--- config.mk ---
export PLATFORM = sky130hd
export DESIGN_NAME = ov7670_frame_writer
export DESIGN_NICKNAME = d
export VERILOG_FILES = /design/src/rtl/ov7670_frame_writer.sv
export SDC_FILE = /design/constraint.sdc
export NUM_CORES = 1
export LEC_CHECK = 0
export CORE_MARGIN = 2
export CORE_UTILIZATION = 46
export DETAILED_ROUTE_END_ITERATION = 10
export MAX_ROUTING_LAYER = met4
export PLACE_DENSITY_LB_ADDON = 0.08
export SKIP_LAST_GASP = 1
export SLEW_MARGIN = 10
export SYNTH_ARGS = -nofsm -noshare
export SYNTH_HDL_FRONTEND = slang
export SYNTH_SLANG_ARGS = --single-unit
--- constraint.sdc ---
create_clock -name clk_clk -period 13.3 [get_ports clk_clk]
set_input_delay 3.99 -clock clk_clk [delete_from_list [all_inputs] [get_ports clk_clk]]
set_output_delay 3.99 -clock clk_clk [all_outputs]
set_load 0.03 [all_outputs]
--- src/rtl/ov7670_frame_writer.sv ---
// rtl/ov7670_frame_writer.sv - OV7670 RGB565 stream to SDRAM Avalon-MM single-beat write master
//
// Purpose: buffers camera pixels in a small FIFO tagged with their frame index and
// writes each one to BASE_ADDR + 2*index, so every frame lands linearly in memory.
//
// Ports:
//   clk_clk, reset_reset_n          clock, asynchronous active-low reset
//   enable                          level, capture frames continuously while 1
//   pix_valid, pix_sof, pix_data    pixel stream (sof marks pixel 0 of a frame)
//   avm_address/write/writedata     Avalon-MM write request (registered output stage)
//   avm_byteenable, avm_burstcount  constant 2'b11 / 1
//   avm_waitrequest                 slave stall
//   busy                            frame in progress (capturing or draining)
//   frame_done                      1-cycle pulse once the final write of a frame is accepted
//   frame_count                     completed frames, wraps
//   overflow                        sticky, a pixel was dropped on a full FIFO

module ov7670_frame_writer #(
  parameter logic [31:0] BASE_ADDR  = 32'h0000_0000,
  parameter int          H_RES      = 640,
  parameter int          V_RES      = 480,
  parameter int          FIFO_DEPTH = 16
) (
  input  logic        clk_clk,
  input  logic        reset_reset_n,
  input  logic        enable,
  input  logic        pix_valid,
  input  logic        pix_sof,
  input  logic [15:0] pix_data,
  output logic [31:0] avm_address,
  output logic        avm_write,
  output logic [15:0] avm_writedata,
  output logic [1:0]  avm_byteenable,
  output logic        avm_burstcount,
  input  logic        avm_waitrequest,
  output logic        busy,
  output logic        frame_done,
  output logic [7:0]  frame_count,
  output logic        overflow
);

  localparam int          AW       = $clog2(FIFO_DEPTH);
  localparam logic [18:0] LAST_IDX = 19'(H_RES * V_RES - 1);

  typedef enum logic [1:0] {
    IDLE,
    WAIT_SOF,
    CAPTURE,
    DRAIN
  } state_t;

  state_t      state, next_state;
  logic [18:0] pcnt, pcnt_next;
  logic [18:0] push_idx;
  logic        push_req;

  // FIFO storage: {pixel index, pixel}
  logic [34:0] mem [FIFO_DEPTH];
  logic [AW:0] wr_ptr, rd_ptr;
  logic [34:0] rd_data;
  logic        fifo_empty, fifo_full;
  logic        push, pop, drop;

  assign avm_byteenable = 2'b11;
  assign avm_burstcount = 1'b1;

  assign fifo_empty = (wr_ptr == rd_ptr);
  assign fifo_full  = (wr_ptr[AW] != rd_ptr[AW]) && (wr_ptr[AW-1:0] == rd_ptr[AW-1:0]);
  assign rd_data    = mem[rd_ptr[AW-1:0]];

  // The output stage takes a new entry when it is empty or its current write
  // completes this cycle, giving one write per clock with no bubbles.
  assign pop  = !fifo_empty && (!avm_write || !avm_waitrequest);
  // A pop in the same cycle frees a slot, so a full FIFO still accepts.
  assign push = push_req && (!fifo_full || pop);
  assign drop = push_req && fifo_full && !pop;

  always_ff @(posedge clk_clk or negedge reset_reset_n) begin
    if (!reset_reset_n) begin
      state <= IDLE;
      pcnt  <= '0;
    end else begin
      state <= next_state;
      pcnt  <= pcnt_next;
    end
  end

  always_comb begin
    next_state = state;
    pcnt_next  = pcnt;
    push_req   = 1'b0;
    push_idx   = pcnt;
    frame_done = 1'b0;
    busy       = 1'b0;
    case (state)
      IDLE: begin
        if (enable) next_state = WAIT_SOF;
      end
      WAIT_SOF: begin
        if (pix_valid && pix_sof) begin
          push_req   = 1'b1;
          push_idx   = '0;
          pcnt_next  = 19'd1;
          next_state = (LAST_IDX == 19'd0) ? DRAIN : CAPTURE;
        end
      end
      CAPTURE: begin
        busy = 1'b1;
        if (pix_valid) begin
          push_req  = 1'b1;
          // sof mid-frame restarts indexing; queued entries are still written
          push_idx  = pix_sof ? 19'd0 : pcnt;
          pcnt_next = push_idx + 19'd1;
          // pcnt advances even if this pixel gets dropped, keeping later addresses right
          if (push_idx == LAST_IDX) next_state = DRAIN;
        end
      end
      DRAIN: begin
        busy = 1'b1;
        if (fifo_empty && !avm_write) begin
          frame_done = 1'b1;
          next_state = enable ? WAIT_SOF : IDLE;
        end
      end
      default: next_state = IDLE;
    endcase
  end

  always_ff @(posedge clk_clk) begin
    if (push) mem[wr_ptr[AW-1:0]] <= {push_idx, pix_data};
  end

  always_ff @(posedge clk_clk or negedge reset_reset_n) begin
    if (!reset_reset_n) begin
      wr_ptr <= '0;
      rd_ptr <= '0;
    end else begin
      if (push) wr_ptr <= wr_ptr + 1'b1;
      if (pop)  rd_ptr <= rd_ptr + 1'b1;
    end
  end

  // Registered Avalon output stage; address/data hold while the slave stalls.
  always_ff @(posedge clk_clk or negedge reset_reset_n) begin
    if (!reset_reset_n) begin
      avm_write     <= 1'b0;
      avm_address   <= '0;
      avm_writedata <= '0;
    end else if (pop) begin
      avm_write     <= 1'b1;
      avm_address   <= BASE_ADDR + {12'd0, rd_data[34:16], 1'b0};
      avm_writedata <= rd_data[15:0];
    end else if (avm_write && !avm_waitrequest) begin
      avm_write     <= 1'b0;
    end
  end

  always_ff @(posedge clk_clk or negedge reset_reset_n) begin
    if (!reset_reset_n) begin
      frame_count <= '0;
      overflow    <= 1'b0;
    end else begin
      if (frame_done) frame_count <= frame_count + 8'd1;
      if (drop)       overflow    <= 1'b1;
    end
  end

endmodule

## After elaboration in Yosys (flattened, before gate mapping)

Memory sizes are Yosys's and may differ from the RTL's. A register that Yosys moved wholly into a read port is not among the register bits.
Cells that the tools add are included.

- Add/sub/neg operators: 4
- Equal/unequal tests: 12
- Mux-type cells: 24
- Reduce and logical (&&, ||, !) cells: 22

Operators with widths:

| operator | count |
|---|---|
| 2-to-1 mux 19 bit | 5 |
| one-hot mux 19 bit (2 select lines) | 2 |
| adder 19 x 1 -> 19 bit, second input constant | 1 |
| equality test 19 bit, second input constant | 1 |
| adder 5 x 1 -> 5 bit, second input constant | 2 |
| 2-to-1 mux 1 bit | 10 |
| 2-to-1 mux 2 bit | 5 |
| != test 2 bit, second input constant | 5 |
| adder 8 x 1 -> 8 bit, second input constant | 1 |
| logical AND 1 bit | 8 |
| one-hot mux 2 bit (4 select lines) | 1 |
| zero test 1 bit | 6 |
| equality test 5 bit | 1 |
| AND reduction 5 bit | 1 |
| equality test 2 bit, second input constant | 2 |
| equality test 4 bit | 1 |
| nonzero test 2 bit | 2 |
| AND reduction 3 bit | 1 |
| equality test 2 x 1 -> 1 bit, second input constant | 1 |
| zero test 2 bit | 1 |
| logical OR 1 bit | 2 |
| one-hot mux 1 bit (2 select lines) | 1 |
| OR reduction 2 bit | 1 |
| != test 1 bit | 1 |

- Flip-flop bits (word level): 41
- RAM bits: 560
- Output and inout port bits: 63
- Memories: 1

Memory list:

| name | depth | width | read ports | clocked after memory_dff | wr ports | RTL line | text |
|---|---|---|---|---|---|---|---|
| mem | 16 | 35 | 1 | 1 | 1 | 58 | `logic [34:0] mem [FIFO_DEPTH];` |

## Depth between registers and ports, before layout

Gate-level depths: netlist of run 1.

- Word-level depth: 7
- Mapped depth: 10

## Least setup slack after synthesis of run 1

Ideal clock, no wire load.

- Path type: in2reg
- Start: in pix_sof
- End: mem mem[0][0], enable pin
- Setup time: 0.515 ns
- Data arrival time: 7.872 ns
- Data required time: 12.785 ns
- Path slack: 4.913 ns
- Cell stages on the path: 5
- Cells stage by stage: buf_2 > nand2_1 > a21oi_1 > nand2_1 > nor4_1

- Longest elaborated chain between the ends: 6

Ends and longest elaborated chain:

| what | RTL line | text |
|---|---|---|
| start, declared | 28 | `input logic pix_sof,` |
| logical AND 1 bit | 100 | `if (pix_valid && pix_sof) begin` |
| 2-to-1 mux 1 bit | 100 |  |
| one-hot mux 1 bit (2 select lines) | 95 | `case (state)` |
| logical AND 1 bit | 75 | `assign push = push_req && (!fifo_full \|\| pop);` |
| 2-to-1 mux 1 bit | 130 | `if (push) mem[wr_ptr[AW-1:0]] <= {push_idx, pix_data};` |
| 2-to-1 mux 1 bit (implied by the code) | 130 |  |
| end, declared | 58 |  |

No other way between the ends.

## Worst setup path after layout of run 1

- Start: in pix_sof
- End: mem mem[4][15], enable pin

The elaborated chain is that of the path after synthesis.

==> flow_summary.yaml, run 1 <==
outcome:
  status: "complete, no violations"
route:
  drt-wirelength-per-cell_um: 25.8
  totalWireLength_mm: 54.1
  postRouteAntennaNets: 0
  vias: 12200
  drtIter0Drc: 963
  drc_errors: 0
  viasPerCell: 5.80
  drt-pass1-iter-count: 5
hold_path:
  min_to: "avm_writedata[2]$_DFFE_PN0P_"
  whs_path_depth: 1
  worstHoldPathType: "reg -> reg"
  hold_start: "avm_writedata[2]$_DFFE_PN0P_"
clocking:
  cts.sinks: 636
  ctsResizeCount: 0
  clk_transition_reported_paths_ns: 0.06
  cts_tree: "done"
  hold_buffers: 0
  worstSkewPairLatency_ns: 0.59
  ctsLongestPathBuffers: 3
  post-cts-setup-buffers: 0
  numCtsBuffers: 68
  root_buffer: "clkbuf_16"
  cts-htree-levels: 3
critical_path:
  worst_ep_arrival_time_ns: 7.55
  cp.required_ns: 13.52
  cp_max_fo: 29
  max_stage_delay_ns: 0.88
  r2r-end: "mem[4][15]$_DFFE_PP_"
  worst_path_max_delay_cell: "nor3_2"
  cp-end-kind: "flip-flop"
  critPathKind: "in -> reg"
  cp_cell_sequence: "clkdlybuf4s50_1, buf_4, nand2_1, a21oi_1, a21boi_1, nand2_1, nor3_2, buf_4"
  reg2regPathDepth: 8
  startpoint_type: "primary input"
  r2r_slack_ns: 8.94
  reg2reg_from: "state[1]$_DFFE_PN0P_"
placed_design:
  place_hpwl_mm: 29.6
  placed_area_um2: 26400
  dpl.cell_count: 1979
  portBuffers: 68
  gp_congestion: 0.804
floorplan:
  core_area_um2: 53600
  io_pins: 85
  core.rowCount: 85
  initial_utilization_pct: 46.3
  die_w_um: 236
  fp.dieArea_um2: 55800
  die_y_um: 236
grt:
  grt_pass1_vias: 13000
  grt_max_degree: 81
  grt_pass1_wl_mm: 82.3
  grt-ovfl-total: 0
  grtUsageTotal_pct: 20.5
  antenna_found_initial: 0
yosys:
  synth_top_family_by_area: "multiplexers"
  synthFlopType: "edfxtp_1"
  synth.top_cell.area_share_pct: 67.8
  syn_inst: 1252
  async_reset_ff_share_pct: 11.9
  synth_seq_area_share_pct: 75.4
  synthAdderAreaFrac_pct: 0.605
  synth_cell_types: 49
  syn_area_per_cell_um2: 19.8
  yosys.area_share.simple_pct: 2.98
  synth_xor_area_share_pct: 0.741
  synth_compound_area_share_pct: 5.45
  ys_warn_count: 0
  ys_ff_latch: 636
  yosysTopAreaCell: "edfxtp_1"
  synth.area.mux_share_pct: 12.9
  synth_edf_count: 560
  synth_area_um2: 24800
  yosys-top-cells-area: "edfxtp_1 (68%), mux4_2 (13%), dfrtp_1 (7.7%)"
timing:
  period_minus_slack_ns: 7.33
  timing.hold.ws_ns: 0.474
  slew-limit-headroom_pct: 27.0
  timing.final.crit_share_pct: 55.1
  drv_slew: 0
  fmax_mhz: 136
  rsz0062_at_grt: "false"
  setup_viol: 0
  finalHoldViolCount: 0
  final.setup_skew_ns: 0.0200
  setup_tns_ns: 0
  worst_slew_pin_slew_ns: 1.09
power_and_ir_drop:
  peakVddDrop_v: 0.000138
  power_frac_clock_pct: 31.0
  p_int_mw: 3.98
  comb_power_share_pct: 26.1
  powerDensity_nw_per_um2: 200
  leakage_nw: 9.80
  switching_share_pct: 30.2
  total_power_mw: 5.70
  p_switching_mw: 1.72
  power_frac_seq_pct: 42.9
final_layout:
  diodes: 0
  area_growth_pct: 14.7
  fin_area_um2: 28500
  final_cells: 2097
  final_common_cell: "edfxtp_1"
  layout_common_cells: "edfxtp_1 (560), mux4_2 (140), dfrtp_1 (74)"
  final_nets: 1387
  drive_gt1_share_pct: 21.1
flow_run:
  cap_violations: 0
[final cells by class]
class                      instances  area (um^2)
fill                            4228        25100
multi-input combinational        530         5820
clock buffer                      85         1820
sequential                       636        18700
inverter                          17         63.8
tap                              696          871
timing repair buffer             100          931
clock inverter                    33          243
[state kept, by name (all words and copies together) (netlist names), 2 cells and up]
| name | count |
|---|---|
| frame_count | 8 |
| avm_address | 19 |
| avm_writedata | 16 |
| pcnt | 19 |
| wr_ptr | 5 |
| mem | 560 |
| state | 2 |
| rd_ptr | 5 |
[worst max-delay path, delay by kind of cell]
family	cells	cell delay (ns)
buf+inv	3	1.30
simple gates	3	1.27
compound gates	2	0.96
[cell families (layout without fill, tap and decap cells)]
logic type / Yosys count / in the layout
xor+xnor: 21 / 21
buf+inv: 100 / 235
other cells: 2 / 16
fa+ha+maj: 12 / 12
flops: 636 / 636
compound gates: 202 / 202
mux: 144 / 144
simple gates: 135 / 135
[layer usage]
metal / wire (um) / vias to the layer above / global-route usage, %
li1: - / 5298 / -
met1: 24600 / 6493 / 28.9
met2: 26000 / 304 / 31.5
met3: 2570 / 64 / 3.24
met4: 910 / 0 / 5.89
met5: 0 / - / -
[cells in the mapped netlist (2+ instances only)]
library cell	n
clkbuf_1	39
buf_2	27
a31oi_1	6
nor2b_1	9
a21oi_1	43
o21ai_0	25
a221o_1	3
nand2_1	24
nor2_1	28
and3_1	4
ha_1	12
nand4_1	7
and2_1	21
xnor2_1	12
dfrtp_1	76
nor4_1	6
nand4b_1	2
a21o_1	35
nor4_4	2
o31ai_1	6
a22oi_1	71
mux2_2	2
edfxtp_1	560
nor3_1	7
xor2_1	9
conb_1	2
nand3_1	15
inv_1	17
mux4_2	140
o211ai_1	4
nand3b_1	5
buf_4	16
[power groups by stage]
| stage | clock network [mW] | registers [mW] | logic (mW) |
|---|---|---|---|
| after global placement | 0 | 2.48 | 1.51 |
| after CTS | 1.81 | 2.44 | 1.51 |
| after detailed placement | 0 | 2.49 | 1.51 |
| after global routing | 1.90 | 2.46 | 1.61 |
| final | 1.77 | 2.44 | 1.49 |
| after floorplan | 0 | 2.51 | 0.984 |
[how the worst max path moves through the flow]
stage	from	end	slack, ns	cells after the start
6_report	pix_sof	mem[4][15]$_DFFE_PP_	5.97	8
5_1_grt	pix_sof	mem[4][15]$_DFFE_PP_	5.75	8
4_1_cts	wr_ptr[3]$_DFFE_PN0P_	frame_done	5.93	4
3_5_place_dp	pix_sof	mem[4][10]$_DFFE_PP_	5.38	8
3_3_place_gp	pix_sof	mem[4][10]$_DFFE_PP_	5.52	8
2_1_floorplan	pix_sof	mem[0][0]$_DFFE_PP_	4.91	5
[stage by stage]
stage | util [%] | setup WS, ns
final | 53.1 | 5.97
after global routing | 53.1 | 5.75
after CTS | 53.1 | 5.93
after detailed placement | 49.3 | 5.38
after global placement | 49.3 | 5.52
after floorplan | - | 4.91
Note: power is estimated with default switching activity, not from simulation.
==> inputs of run 2 (changes only) <==
Clock period 13.3 ns to 7.7 ns, I/O delays scaled along.
==> run 2 against run 1 <==
Against the previous run: final cell count up 0.43%; cell area up 0.13%; power up 73%; non-clock buffer count up 4; die area unchanged.
==> flow_summary.yaml, run 2 (same netlist as run 1, synthesis figures left out) <==
outcome:
  status: "complete, no violations"
placed_design:
  portBuffers: 68
  placed_area_um2: 26400
  place_hpwl_mm: 32.4
  gp_congestion: 0.788
final_layout:
  fillers: 4238
  final_nets: 1391
  layout.area.seq_um2: 18700
  largest_reg_flops: 560
  fin_area_um2: 28500
  diodes: 0
  multiInputGateArea_um2: 5820
  drive_gt1_share_pct: 20.7
  layout_common_cells: "edfxtp_1 (560), mux4_2 (140), dfrtp_1 (74), clkbuf_16 (74), a22oi_1 (71)"
  final_common_cell: "edfxtp_1"
  area_growth_pct: 14.9
timing:
  final.setup_skew_ns: 0.0171
  drv_slew: 0
  period_minus_slack_ns: 5.69
  setup_tns_ns: 0
  timing.final.crit_share_pct: 73.9
  fmax_mhz: 176
  finalHoldViolCount: 0
  setup_viol: 0
  slew-limit-headroom_pct: 25.6
  rsz0062_at_grt: "false"
  worst_slew_pin_slew_ns: 1.12
critical_path:
  worst_ep_arrival_time_ns: 3.38
  cp.required_ns: 5.39
  cp-end-kind: "output port"
  reg2regPathDepth: 8
  critPathKind: "reg -> out"
  cp_max_fo: 28
  startpoint_type: "flip-flop"
power_and_ir_drop:
  peakVddDrop_v: 0.000208
  leakage_nw: 9.82
  powerDensity_nw_per_um2: 345
  total_power_mw: 9.84
floorplan:
  die_w_um: 236
  initial_utilization_pct: 46.3
  die_y_um: 236
  core_area_um2: 53600
  core.rowCount: 85
  io_pins: 85
  fp.dieArea_um2: 55800
clocking:
  post-cts-setup-buffers: 0
  cts.sinks: 636
  root_buffer: "clkbuf_16"
  ctsLongestPathBuffers: 3
  cts_tree: "done"
  ctsResizeCount: 0
  numCtsBuffers: 68
  cts-htree-levels: 3
  hold_buffers: 0
  worstSkewPairLatency_ns: 0.59
  clk_transition_reported_paths_ns: 0.06
grt:
  grt_max_degree: 69
  grt-ovfl-total: 0
  grtUsageTotal_pct: 21.4
  grt_pass1_vias: 12800
  antenna_found_initial: 0
  grt_pass1_wl_mm: 84.6
route:
  drt-pass1-iter-count: 5
  vias: 12200
  viasPerCell: 5.79
  postRouteAntennaNets: 0
  drc_errors: 0
  totalWireLength_mm: 56.1
  drt-wirelength-per-cell_um: 26.6
  drtIter0Drc: 1025
hold_path:
  whs_path_depth: 1
  worstHoldPathType: "reg -> reg"
flow_run:
  cap_violations: 0
[run 2: cell types whose count changed in the layout (fill, tap and decap cells not counted), sizes merged]
cell,change
clkbuf,+18
clkinvlp,-1
inv,-2
buf,+4
bufinv,-3
clkinv,-7
[run 2: cell type report]
| class | instances | area share (%) |
|---|---|---|
| clock inverter | 20 | 0.312 |
| sequential | 636 | 65.7 |
| inverter | 17 | 0.224 |
| timing repair buffer | 104 | 3.40 |
| tap | 696 | 3.06 |
| multi-input combinational | 530 | 20.4 |
| clock buffer | 103 | 6.91 |
[run 2: routing by layer]
metal | routed length [um] | share of wire (%) | up-vias | GRT usage, %
li1 | - | - | 5326 | -
met1 | 25000 | 45 | 6479 | 29.4
met2 | 27300 | 49 | 317 | 33.6
met3 | 2560 | 4.6 | 78 | 3.00
met4 | 1200 | 2.1 | 0 | 6.31
met5 | 0 | 0 | - | -
[run 2: power breakdown]
part / switching [mW] / total [mW] / internal [mW]
clock: 1.27 / 3.03 / 1.76
combinational: 1.49 / 2.59 / 1.10
sequential: 0.222 / 4.22 / 4.00
[run 2: per-stage QoR]
step	hold WS (ns)	setup WS, ns	util [%]	std cells
final	0.469	2.01	53.2	2106
after global routing	0.494	1.79	53.2	2106
after CTS	0.477	1.90	53.2	2105
after detailed placement	0.465	1.50	49.3	1982
after global placement	0.460	1.57	49.3	1981
after floorplan	0.461	0.993	-	1266
[run 2: worst max-delay path, stage by stage (launching register included)]
cell and delay [ns]:
dfrtp_4 0.82, xor2_1 0.19, nor4_4 0.52, and3_1 0.49, clkdlybuf4s50_1 0.75
[run 2: final timing paths]
kind	start	endpoint	slack (ns)
worst max-delay path	rd_ptr[0]$_DFFE_PN0P_	frame_done	2.01
worst min-delay path	frame_count[7]$_DFFE_PN0P_	frame_count[7]$_DFFE_PN0P_	0.47
worst max register to register	state[1]$_DFFE_PN0P_	mem[10][30]$_DFFE_PP_	3.41
worst min register to register	frame_count[7]$_DFFE_PN0P_	frame_count[7]$_DFFE_PN0P_	0.47
max in group asynchronous	reset_reset_n	rd_ptr[1]$_DFFE_PN0P_	4.85
min in group asynchronous	reset_reset_n	avm_address[1]$_DFFE_PN0P_	1.67
